===== src/rtl/multicycle_alu_if.sv =====
// Handshake/data bundle for multicycle_alu.
//
// Handshake: the master raises start together with a, b and alucontrol; the
// op is taken on a rising edge where start=1 and ready=1, and the master may
// change a, b and alucontrol freely afterwards. start while ready=0 has no
// effect. done is a one-cycle pulse; result and Z/C/V/N are valid from that
// cycle and stay held until the next done. dbg_state mirrors the control FSM
// state (0=IDLE, 1=BUSY, 2=DONE).
interface multicycle_alu_if #(parameter int WIDTH = 32);
  logic             start;
  logic [WIDTH-1:0] a;
  logic [WIDTH-1:0] b;
  logic [3:0]       alucontrol;
  logic             ready;
  logic             busy;
  logic             done;
  logic [WIDTH-1:0] result;
  logic             Z;
  logic             C;
  logic             V;
  logic             N;
  logic [1:0]       dbg_state;

  modport master (
    output start, a, b, alucontrol,
    input  ready, busy, done, result, Z, C, V, N, dbg_state
  );

  modport slave (
    input  start, a, b, alucontrol,
    output ready, busy, done, result, Z, C, V, N, dbg_state
  );
endinterface


===== src/rtl/multicycle_alu.sv =====
// multicycle_alu: execute-stage ALU. Base ops finish in one clock; MUL/MULHU/
// DIVU/REMU iterate one bit per clock (WIDTH iterations) in a shared
// shift/add-subtract datapath. Result and flags are registered and held.
// Optional feature macro: MULTICYCLE_ALU_SIGNED_DIV_EN enables signed DIV (1100)
// and REM (1101) on top of the unsigned divider; without it those codes are
// treated as undefined (single-cycle, result 0).
module multicycle_alu #(
  parameter int WIDTH = 32
) (
  input logic             clk,
  input logic             reset,
  multicycle_alu_if.slave bus
);
  localparam int SHW = $clog2(WIDTH);
  localparam int CW  = $clog2(WIDTH + 1);
  localparam logic [CW-1:0] CNT_LOAD = CW'(WIDTH);
  localparam logic [CW-1:0] CNT_ONE  = CW'(1);

  localparam logic [3:0] OP_ADD   = 4'b0000;
  localparam logic [3:0] OP_SUB   = 4'b0001;
  localparam logic [3:0] OP_AND   = 4'b0010;
  localparam logic [3:0] OP_OR    = 4'b0011;
  localparam logic [3:0] OP_SLT   = 4'b0101;
  localparam logic [3:0] OP_SLL   = 4'b0110;
  localparam logic [3:0] OP_LUI   = 4'b0111;
  localparam logic [3:0] OP_MUL   = 4'b1000;
  localparam logic [3:0] OP_MULHU = 4'b1001;
  localparam logic [3:0] OP_DIVU  = 4'b1010;
  localparam logic [3:0] OP_REMU  = 4'b1011;
`ifdef MULTICYCLE_ALU_SIGNED_DIV_EN
  localparam logic [3:0] OP_DIV   = 4'b1100;
  localparam logic [3:0] OP_REM   = 4'b1101;
`endif

  typedef enum logic [1:0] {
    S_IDLE = 2'd0,
    S_BUSY = 2'd1,
    S_DONE = 2'd2
  } state_t;

  state_t           r_state;
  state_t           w_next_state;
  logic [CW-1:0]    r_cnt;
  logic             r_is_div;   // divider vs multiplier mode for the iteration
  logic             r_want_hi;  // MULHU/REMU/REM return the upper register
  logic [WIDTH:0]   r_hi;       // product high half / partial remainder
  logic [WIDTH-1:0] r_lo;       // multiplier / dividend shifting into quotient
  logic [WIDTH-1:0] r_opnd;     // multiplicand / divisor
  logic [WIDTH-1:0] r_result;
  logic             r_z;
  logic             r_c;
  logic             r_v;
  logic             r_n;

  logic             w_accept;
  logic             w_is_iter;
  logic             w_last;
  logic             w_sub;
  logic [WIDTH-1:0] w_b_eff;
  logic [WIDTH:0]   w_sum;
  logic [WIDTH-1:0] w_sc_result;
  logic             w_sc_c;
  logic             w_sc_v;
  logic [WIDTH:0]   w_mul_hi;
  logic [WIDTH:0]   w_div_shift;
  logic [WIDTH:0]   w_div_diff;
  logic             w_q_bit;
  logic [WIDTH:0]   w_nxt_hi;
  logic [WIDTH-1:0] w_nxt_lo;
  logic [WIDTH-1:0] w_it_result;

`ifdef MULTICYCLE_ALU_SIGNED_DIV_EN
  logic             r_neg_q;
  logic             r_neg_r;
  logic             w_signed_op;
  logic [WIDTH-1:0] w_mag_a;
  logic [WIDTH-1:0] w_mag_b;

  assign w_signed_op = (bus.alucontrol == OP_DIV) || (bus.alucontrol == OP_REM);
  assign w_mag_a     = bus.a[WIDTH-1] ? -bus.a : bus.a;
  assign w_mag_b     = bus.b[WIDTH-1] ? -bus.b : bus.b;
`endif

  assign w_accept = bus.start && (r_state == S_IDLE);
  // The final iteration is the one that takes the counter from 1 to 0.
  assign w_last   = (r_cnt == CNT_ONE);

  assign bus.result    = r_result;
  assign bus.Z         = r_z;
  assign bus.C         = r_c;
  assign bus.V         = r_v;
  assign bus.N         = r_n;
  assign bus.dbg_state = r_state;

  // Classify the requested op: iterative ops go through BUSY.
  always_comb begin
    w_is_iter = 1'b0;
    case (bus.alucontrol)
      OP_MUL, OP_MULHU, OP_DIVU, OP_REMU: w_is_iter = 1'b1;
`ifdef MULTICYCLE_ALU_SIGNED_DIV_EN
      OP_DIV, OP_REM:                     w_is_iter = 1'b1;
`endif
      default:                            w_is_iter = 1'b0;
    endcase
  end

  // Control FSM state register.
  always_ff @(posedge clk) begin
    if (reset) r_state <= S_IDLE;
    else       r_state <= w_next_state;
  end

  // Control FSM next state and status outputs.
  always_comb begin
    w_next_state = r_state;
    bus.ready    = 1'b0;
    bus.busy     = 1'b0;
    bus.done     = 1'b0;
    case (r_state)
      S_IDLE: begin
        bus.ready = 1'b1;
        if (w_accept) w_next_state = w_is_iter ? S_BUSY : S_DONE;
      end
      S_BUSY: begin
        bus.busy = 1'b1;
        if (w_last) w_next_state = S_DONE;
      end
      S_DONE: begin
        bus.done     = 1'b1;
        w_next_state = S_IDLE;
      end
      default: w_next_state = S_IDLE;
    endcase
  end

  // Single-cycle ops, evaluated straight from the bus operands at acceptance.
  always_comb begin
    w_sub       = (bus.alucontrol == OP_SUB);
    w_b_eff     = w_sub ? ~bus.b : bus.b;
    w_sum       = {1'b0, bus.a} + {1'b0, w_b_eff} + {{WIDTH{1'b0}}, w_sub};
    w_sc_result = '0;
    w_sc_c      = 1'b0;
    w_sc_v      = 1'b0;
    case (bus.alucontrol)
      OP_ADD, OP_SUB: begin
        w_sc_result = w_sum[WIDTH-1:0];
        w_sc_c      = w_sum[WIDTH];
        w_sc_v      = (bus.a[WIDTH-1] == w_b_eff[WIDTH-1]) &&
                      (w_sum[WIDTH-1] != bus.a[WIDTH-1]);
      end
      OP_AND: w_sc_result = bus.a & bus.b;
      OP_OR:  w_sc_result = bus.a | bus.b;
      OP_SLT: w_sc_result = {{(WIDTH-1){1'b0}}, ($signed(bus.a) < $signed(bus.b))};
      OP_SLL: w_sc_result = bus.a << bus.b[SHW-1:0];
      OP_LUI: w_sc_result = bus.b;
      default: w_sc_result = '0;
    endcase
  end

  // One iteration of shift-add multiply or restoring divide, plus the value
  // the op would return if this is the last iteration.
  always_comb begin
    w_mul_hi    = r_lo[0] ? (r_hi + {1'b0, r_opnd}) : r_hi;
    w_div_shift = {r_hi[WIDTH-1:0], r_lo[WIDTH-1]};
    w_div_diff  = w_div_shift - {1'b0, r_opnd};
    w_q_bit     = ~w_div_diff[WIDTH];
    if (r_is_div) begin
      // A zero divisor always "fits", giving all-ones quotient, remainder=a.
      w_nxt_hi = w_q_bit ? w_div_diff : w_div_shift;
      w_nxt_lo = {r_lo[WIDTH-2:0], w_q_bit};
    end else begin
      w_nxt_hi = {1'b0, w_mul_hi[WIDTH:1]};
      w_nxt_lo = {w_mul_hi[0], r_lo[WIDTH-1:1]};
    end
    w_it_result = r_want_hi ? w_nxt_hi[WIDTH-1:0] : w_nxt_lo;
`ifdef MULTICYCLE_ALU_SIGNED_DIV_EN
    if (r_is_div) begin
      if (r_want_hi && r_neg_r)       w_it_result = -w_nxt_hi[WIDTH-1:0];
      else if (!r_want_hi && r_neg_q) w_it_result = -w_nxt_lo;
    end
`endif
  end

  // Operand capture, iteration registers, counter and held result/flags.
  always_ff @(posedge clk) begin
    if (reset) begin
      r_cnt     <= '0;
      r_is_div  <= 1'b0;
      r_want_hi <= 1'b0;
      r_hi      <= '0;
      r_lo      <= '0;
      r_opnd    <= '0;
      r_result  <= '0;
      r_z       <= 1'b0;
      r_c       <= 1'b0;
      r_v       <= 1'b0;
      r_n       <= 1'b0;
`ifdef MULTICYCLE_ALU_SIGNED_DIV_EN
      r_neg_q   <= 1'b0;
      r_neg_r   <= 1'b0;
`endif
    end else if (w_accept) begin
      r_is_div  <= bus.alucontrol[2] | bus.alucontrol[1];
      r_want_hi <= bus.alucontrol[0];
      r_hi      <= '0;
      if (bus.alucontrol[2] | bus.alucontrol[1]) begin
        r_lo   <= bus.a;
        r_opnd <= bus.b;
      end else begin
        r_lo   <= bus.b;
        r_opnd <= bus.a;
      end
`ifdef MULTICYCLE_ALU_SIGNED_DIV_EN
      r_neg_q <= 1'b0;
      r_neg_r <= 1'b0;
      if (w_signed_op) begin
        r_lo    <= w_mag_a;
        r_opnd  <= w_mag_b;
        // x/0 keeps the raw all-ones quotient, so no sign fix-up then.
        r_neg_q <= (bus.a[WIDTH-1] ^ bus.b[WIDTH-1]) && (bus.b != '0);
        r_neg_r <= bus.a[WIDTH-1];
      end
`endif
      if (w_is_iter) begin
        r_cnt <= CNT_LOAD;
      end else begin
        r_result <= w_sc_result;
        r_z      <= (w_sc_result == '0);
        r_n      <= w_sc_result[WIDTH-1];
        r_c      <= w_sc_c;
        r_v      <= w_sc_v;
      end
    end else if (r_state == S_BUSY) begin
      r_hi  <= w_nxt_hi;
      r_lo  <= w_nxt_lo;
      r_cnt <= r_cnt - CNT_ONE;
      if (w_last) begin
        r_result <= w_it_result;
        r_z      <= (w_it_result == '0);
        r_n      <= w_it_result[WIDTH-1];
        r_c      <= 1'b0;
        r_v      <= 1'b0;
      end
    end
  end
endmodule


===== src/flat_wrapper.sv =====
// flat-port wrapper written by rule: the top's interface ports become plain ports
module multicycle_alu_flat 
#(
  parameter int WIDTH = 32
)
  (clk, reset, bus_start, bus_a, bus_b, bus_alucontrol, bus_ready, bus_busy, bus_done, bus_result, bus_Z, bus_C, bus_V, bus_N, bus_dbg_state);
  multicycle_alu_if #(.WIDTH(WIDTH)) bus_i ();
  input logic clk;
  input logic reset;
  input wire logic [$bits(bus_i.start)-1:0] bus_start;
  input wire logic [$bits(bus_i.a)-1:0] bus_a;
  input wire logic [$bits(bus_i.b)-1:0] bus_b;
  input wire logic [$bits(bus_i.alucontrol)-1:0] bus_alucontrol;
  output wire logic [$bits(bus_i.ready)-1:0] bus_ready;
  output wire logic [$bits(bus_i.busy)-1:0] bus_busy;
  output wire logic [$bits(bus_i.done)-1:0] bus_done;
  output wire logic [$bits(bus_i.result)-1:0] bus_result;
  output wire logic [$bits(bus_i.Z)-1:0] bus_Z;
  output wire logic [$bits(bus_i.C)-1:0] bus_C;
  output wire logic [$bits(bus_i.V)-1:0] bus_V;
  output wire logic [$bits(bus_i.N)-1:0] bus_N;
  output wire logic [$bits(bus_i.dbg_state)-1:0] bus_dbg_state;
  assign bus_i.start = bus_start;
  assign bus_i.a = bus_a;
  assign bus_i.b = bus_b;
  assign bus_i.alucontrol = bus_alucontrol;
  assign bus_ready = bus_i.ready;
  assign bus_busy = bus_i.busy;
  assign bus_done = bus_i.done;
  assign bus_result = bus_i.result;
  assign bus_Z = bus_i.Z;
  assign bus_C = bus_i.C;
  assign bus_V = bus_i.V;
  assign bus_N = bus_i.N;
  assign bus_dbg_state = bus_i.dbg_state;
  multicycle_alu #(.WIDTH(WIDTH)) u_core (.clk(clk), .reset(reset), .bus(bus_i));
endmodule

===== config.mk =====
export PLATFORM = sky130hd
export DESIGN_NAME = multicycle_alu_flat
export DESIGN_NICKNAME = d
export VERILOG_FILES = /design/src/rtl/multicycle_alu_if.sv /design/src/rtl/multicycle_alu.sv /design/src/flat_wrapper.sv
export SDC_FILE = /design/constraint.sdc
export NUM_CORES = 1
export LEC_CHECK = 0
export CELL_PAD_IN_SITES_DETAIL_PLACEMENT = 1
export CELL_PAD_IN_SITES_GLOBAL_PLACEMENT = 1
export CORE_UTILIZATION = 35
export CTS_BUF_LIST = sky130_fd_sc_hd__clkbuf_16
export DETAILED_ROUTE_END_ITERATION = 7
export PLACE_DENSITY = 0.66
export SYNTH_ARGS = -nofsm -noshare
export SYNTH_HDL_FRONTEND = slang
export SYNTH_SLANG_ARGS = --single-unit

===== constraint.sdc =====
create_clock -name clk -period 11.05 [get_ports clk]
set_input_delay 1.105 -clock clk [delete_from_list [all_inputs] [get_ports clk]]
set_output_delay 1.105 -clock clk [all_outputs]
set_load 0.1 [all_outputs]

==> results of run 1 <==
[final cells by class]
| type | count | area share [%] |
|---|---|---|
| flip-flops and latches | 142 | 13.4 |
| well taps | 696 | 4.11 |
| clock inverters | 15 | 0.910 |
| clock buffers | 17 | 2.01 |
| inverters | 144 | 2.55 |
| repair buffers | 143 | 6.37 |
| multi-input cells | 2206 | 70.6 |
[state kept, by name (all words and copies together) (netlist names)]
name	cells
u_core.bus.C	1
u_core.r_hi	33
u_core.r_is_div	1
u_core.r_cnt	6
u_core.bus.dbg_state	2
u_core.bus.V	1
u_core.r_lo	32
u_core.r_opnd	32
u_core.bus.Z	1
u_core.r_want_hi	1
u_core.bus.result	31
u_core.bus.N	1
[cells in the mapped netlist, types with 12 or more instances]
cell and n:
a211o_1 12, mux2i_1 94, nor2b_1 29, a31oi_1 26, a211oi_1 85, xnor2_1 59
mux2_2 21, o21bai_1 13, inv_1 142, nand4_1 29, o21ai_1 12, nor3_1 49
nor2_1 275, o21ai_0 184, xor2_1 16, nand2_1 328, a311oi_1 77, a21o_1 44
o211ai_1 36, or3_1 17, a22oi_1 12, nor4_1 14, buf_1 20, dfxtp_1 142
o21a_1 23, and2_1 22, a221oi_1 18, and3_1 31, nand3_1 42, nand2b_1 30
ha_1 203, a21oi_1 193, clkbuf_1 155
[power breakdown]
part,switching [mW],leakage [nW],internal [mW]
sequential,0.0483,1.17,0.549
clock,0.284,0.299,0.344
combinational,0.676,7.03,0.323
[through the flow]
| step | setup WS [ps] | util (%) |
|---|---|---|
| 2_1_floorplan | 5200 | - |
| 3_3_place_gp | 4240 | 38.3 |
| 3_5_place_dp | 4050 | 38.3 |
| 4_1_cts | 4000 | 39.4 |
| 5_1_grt | 3540 | 39.4 |
| 6_report | 3890 | 39.4 |
[logic make-up after synthesis]
| kind of cell | after synthesis | synth area share (%) |
|---|---|---|
| flip-flops | 142 | 15.0 |
| AND/OR/NAND/NOR | 925 | 22.6 |
| buffers and inverters | 329 | 6.58 |
| XOR/XNOR | 75 | 3.46 |
| AO/OA/AOI/OAI | 874 | 31.3 |
| adder cells (fa/ha/maj) | 206 | 13.7 |
| multiplexers | 126 | 7.50 |
[routing by layer]
metal	vias to the layer above	global-route usage, %
met5	-	0
met4	2	15.2
met3	185	3.56
met2	723	52.0
met1	10600	41.3
li1	9805	-
[worst min-delay path: cells and delay by family, from the launching register on]
family | cells | cell delay [ps]
compound gates | 1 | 50
flops | 1 | 320
simple gates | 1 | 50
[final timing paths]
check                                                  start                        end  slack, ps  cells past startpoint
worst max-delay path            u_core.r_lo[31]$_SDFFE_PP0P_  u_core.bus.Z$_SDFFE_PP0P_       3890                     23
worst min-delay path               u_core.bus.C$_SDFFE_PP0P_  u_core.bus.C$_SDFFE_PP0P_        460                      2
worst max register to register  u_core.r_lo[31]$_SDFFE_PP0P_  u_core.bus.Z$_SDFFE_PP0P_       3890                     23
worst min register to register     u_core.bus.C$_SDFFE_PP0P_  u_core.bus.C$_SDFFE_PP0P_        460                      2
==> results_dict.tcl, run 1 <==
set metrics [dict create \
    critPathBufInv 4 \
    vias 21300 \
    core_area_mm2 0.0537 \
    io_pins 112 \
    period_minus_slack_ps 7160 \
    path_clk_slew_ps 80 \
    dp_hpwl_um 69000 \
    grt_max_degree 163 \
    mostFrequentLayoutCell "nand2_1" \
    min_period_over_period_pct 64.8 \
    power.density_mw_per_mm2 105 \
    io_buffers 111 \
    crit_path_start_kind "flip-flop" \
    yosysWarnings 0 \
    total_power_mw 2.23 \
    cts_tree "yes" \
    synth_area_leaders "dfxtp_1 (15%), ha_1 (13%), nand2_1 (6.5%)" \
    cp-end-kind "flip-flop" \
    die_h_um 235 \
    synthesis.area_mm2 0.0190 \
    grt_pass1_wl_um 135000 \
    setup_viol_count_final 0 \
    grtUsageTotal_pct 31.7 \
    critical_path.max_stage_delay_ps 740 \
    register_area_mm2 0.00285 \
    clk_path_buf_depth 2 \
    dieArea_mm2 0.0552 \
    max_slew_margin_pct 28.9 \
    path_cells "inv_1, ha_1, fa_1, nand2b_1, a21o_1, a2111oi_0, a21oi_1, a21oi_1, o21a_1, a21o_1, a21o_1, ha_1, buf_4, inv_1, buf_4, nor2_1, a221oi_1, mux2i_1, or3b_2, nor4_1, nand4_1, or4_1, nand2_1" \
    leakage_nw 8.50 \
    antenna_found_initial 2 \
    layout_common_cells "nand2_1 (327), nor2_1 (274), ha_1 (203)" \
    overflow 0 \
    wl_met3_um 4930 \
    fmax_ghz 0.140 \
    synth-seq-cells 142 \
    worst_slew_pin_slew_ps 1050 \
    route.detailed.drc 0 \
    yosys.area.top_type "dfxtp_1" \
    wirelength_um 89500 \
    die_width_um 235 \
    status "finished, final reports clean" \
    finClkSkew_ps 15.9 \
    whs_ps 461 \
    nFillCells 6650 \
    routedWlPerCell_um 26.6 \
    yosysSeqAreaShare_pct 15.0 \
    synth-main-ff-cell "dfxtp_1" \
    path_max_fanout 45 \
    synth_top_cell_area_share_pct 15.0 \
    via_per_inst 6.34 \
    crit_type "flip-flop to flip-flop" \
    max-cap-violations 0 \
    cts_resized 0 \
    ir_drop_mv 0.115 \
    avgSynthCellArea_um2 7.10 \
    htreeDepth 4 \
    syn-num-nets 2954 \
    syn2layout_area_growth_pct 11.5 \
    post_cts_buffers 0 \
    start_util_pct 35.4 \
    row_count 85 \
    wl_met1_um 39300 \
    slowest_stage "a2111oi_0" \
    worst_ep_arrival_time_ps 7550 \
    final_nets 2931 \
    yosys.cell_types.count 94 \
    async_flop_share_pct 0 \
    hold_viol_final 0 \
    syn_inst 2677 \
    place_congestion 0.966 \
    maxSlewViolCount 0 \
    drive_above_1_share_pct 5.29 \
    antenna_left 0 \
    rsz0062_at_grt "no" \
    multi_input_area_mm2 0.0150 \
    cp_data_required_time_ps 11440 \
    routed.top_layer "met5" \
    stdcell_count 3363 \
    drtIter0Drc 1642 \
    hold_path_class "flip-flop to flip-flop" \
    wl_met2_um 40900 \
    dpl_cell_area_mm2 0.0206 \
    root_buffer "clkbuf_16" \
    dp.cells 3331 \
    cts_buffers 17 \
    diodes 0 \
    cts.sinks 142 \
    crit_top_cell "a21o_1" \
    dr.pass1.iters 6 \
    clock_latency_ps 460 \
    grt_pass1_vias 21700 \
    synth_edf_count 0 \
    critPathTopFamily "simple AND/OR/NAND/NOR gates" \
    fin_tns_setup_ps 0 \
    postLayoutCellArea_mm2 0.0212 \
    cts_hold_buffers 0 \
]
No activity file was read; power rests on OpenSTA's default activity.
==> inputs of run 2 (changes only) <==
==> constraint.sdc (replaced) <==
create_clock -name clk -period 6.98 [get_ports clk]
set_input_delay 0.698 -clock clk [delete_from_list [all_inputs] [get_ports clk]]
set_output_delay 0.698 -clock clk [all_outputs]
set_load 0.1 [all_outputs]
==> run 2 against run 1 <==
  * Clock power is 58% higher
  * Worst setup slack got worse by 2900 ps
  * Critical endpoint unchanged
  * Sequential power increased by 59%
==> results_dict.tcl, run 2 (synthesis results as in run 1) <==
set metrics [dict create \
    status "finished, final reports clean" \
    diodes 0 \
    worst_ep_arrival_time_ps 6400 \
    syn2layout_area_growth_pct 11.7 \
    vias 21200 \
    die_width_um 235 \
    cts_resized 0 \
    finClkSkew_ps 9.61 \
    core_area_mm2 0.0537 \
    largest-register "u_core.r_hi" \
    place_congestion 1.04 \
    htreeDepth 4 \
    io_pins 112 \
    fin_tns_setup_ps 0 \
    maxSlewViolCount 0 \
    cp-end-kind "flip-flop" \
    swShare_pct 45.2 \
    worst_slew_pin_slew_ps 1000 \
    max_slew_margin_pct 32.9 \
    layout_common_cells "nand2_1 (328), nor2_1 (274), ha_1 (203)" \
    dieArea_mm2 0.0552 \
    seq_power_share_pct 27.0 \
    largest_register_ffs 33 \
    dp_hpwl_um 68900 \
    setup_viol_count_final 0 \
    power.density_mw_per_mm2 166 \
    intPower_mw 1.93 \
    cts_buffers 17 \
    multi_input_area_mm2 0.0150 \
    hold_path_class "flip-flop to flip-flop" \
    cts_tree "yes" \
    grt_pass1_vias 21400 \
    route.detailed.drc 0 \
    slowest_stage "a2111oi_0" \
    period_minus_slack_ps 6000 \
    die_h_um 235 \
    register_area_mm2 0.00285 \
    overflow 0 \
    power.share.clock_pct 28.2 \
    ir_drop_mv 0.141 \
    antenna_found_initial 0 \
    fmax_ghz 0.167 \
    drtIter0Drc 1796 \
    row_count 85 \
    dr.pass1.iters 6 \
    grt_pass1_wl_um 133000 \
    min_period_over_period_pct 86.0 \
    antenna_left 0 \
    hold_viol_final 0 \
    path_cells "inv_1, ha_1, fa_1, nand2b_1, a21o_1, a2111oi_0, a21oi_1, a21oi_1, o21a_1, a21o_1, a21o_1, ha_1, buf_4, nand2_1, o22ai_1, o221ai_1, nor2_1, a221oi_1, nand4b_1, nor4_1, buf_4, nand4_1, or4_1, nand2_1" \
    path_clk_slew_ps 70 \
    start_util_pct 35.4 \
    grtUsageTotal_pct 31.3 \
    rsz0062_at_grt "no" \
    nFillCells 6667 \
    crit_top_cell "a21o_1" \
    p_switching_mw 1.59 \
    critical_path.max_stage_delay_ps 670 \
    root_buffer "clkbuf_16" \
    crit_path_start_kind "flip-flop" \
    drive_above_1_share_pct 5.53 \
    cts.sinks 142 \
    final_nets 2939 \
    post_cts_buffers 0 \
    largestRegisters "u_core.r_hi: 33 flops, u_core.r_lo: 32 flops, u_core.r_opnd: 32 flops" \
    routedWlPerCell_um 26.2 \
    crit_type "flip-flop to flip-flop" \
    via_per_inst 6.28 \
    io_buffers 111 \
    critPathTopFamily "compound AO/OA/AOI/OAI gates" \
    grt_max_degree 83 \
    path_max_fanout 28 \
    whs_ps 460 \
    wirelength_um 88300 \
    mostFrequentLayoutCell "nand2_1" \
    critPathBufInv 3 \
    max-cap-violations 0 \
    cp_data_required_time_ps 7380 \
    cts_hold_buffers 0 \
    clk_path_buf_depth 2 \
    total_power_mw 3.52 \
    leakage_nw 8.53 \
    p_comb_share_pct 44.8 \
    clock_latency_ps 460 \
]
-- run 2: changes by cell type in the layout (fill, tap and decap cells not counted), sizes merged --
cell	previous run	this run
buf	36	44
clkinv	5	4
inv	151	152
-- run 2: power groups by stage --
stage	Combinational [mW]	Clock [mW]	Sequential, mW
2_1_floorplan	0.926	0	1.04
3_3_place_gp	1.52	0	0.962
3_5_place_dp	1.54	0	0.965
4_1_cts	1.55	0.999	0.946
5_1_grt	1.69	1.03	0.954
6_report	1.58	0.992	0.950
-- run 2: worst reg2reg max path, cell delays in order (launching register included) --
cell	delay, ps
dfxtp_1	390
inv_1	60
ha_1	210
fa_1	410
nand2b_1	190
a21o_1	260
a2111oi_0	670
a21oi_1	240
a21oi_1	240
o21a_1	170
a21o_1	110
a21o_1	120
ha_1	160
buf_4	380
nand2_1	130
o22ai_1	190
o221ai_1	130
nor2_1	310
a221oi_1	220
nand4b_1	220
nor4_1	280
buf_4	180
nand4_1	90
or4_1	500
nand2_1	90
-- run 2: area by class of cell --
cell class                 instances  area share [%]
clock buffer                      17            2.00
clock inverter                    15           0.908
inverter                         144            2.55
multi-input combinational       2206            70.4
sequential                       142            13.4
tap                              696            4.10
timing repair buffer             151            6.58
-- run 2: layer usage --
layer  GRT usage [%]  up-vias  wire (µm)
met3            2.46      140       4600
met4            11.5        0       3040
met5               0        -          0
li1                -     9832          -
met2            53.0      696      41700
met1            41.3    10500      39000
-- run 2: worst paths after layout --
check / slack [ps] / startpoint / depth (start not counted) / to
worst max register to register: 980 / u_core.r_lo[31]$_SDFFE_PP0P_ / 24 / u_core.bus.Z$_SDFFE_PP0P_
worst min register to register: 460 / u_core.bus.result[26]$_SDFFE_PP0P_ / 2 / u_core.bus.result[26]$_SDFFE_PP0P_
worst max-delay path: 980 / u_core.r_lo[31]$_SDFFE_PP0P_ / 24 / u_core.bus.Z$_SDFFE_PP0P_
worst min-delay path: 460 / u_core.bus.result[26]$_SDFFE_PP0P_ / 2 / u_core.bus.result[26]$_SDFFE_PP0P_
-- run 2: stage by stage --
step | area (µm²) | std cells | util (%) | setup WS [ps]
floorplan | 19000 | 2677 | - | 1530
global placement | 20600 | 3339 | 38.4 | 1140
detailed placement | 20600 | 3339 | 38.4 | 1040
CTS | 21200 | 3371 | 39.5 | 1030
global route | 21200 | 3371 | 39.5 | 551
finish | 21200 | 3371 | 39.5 | 980
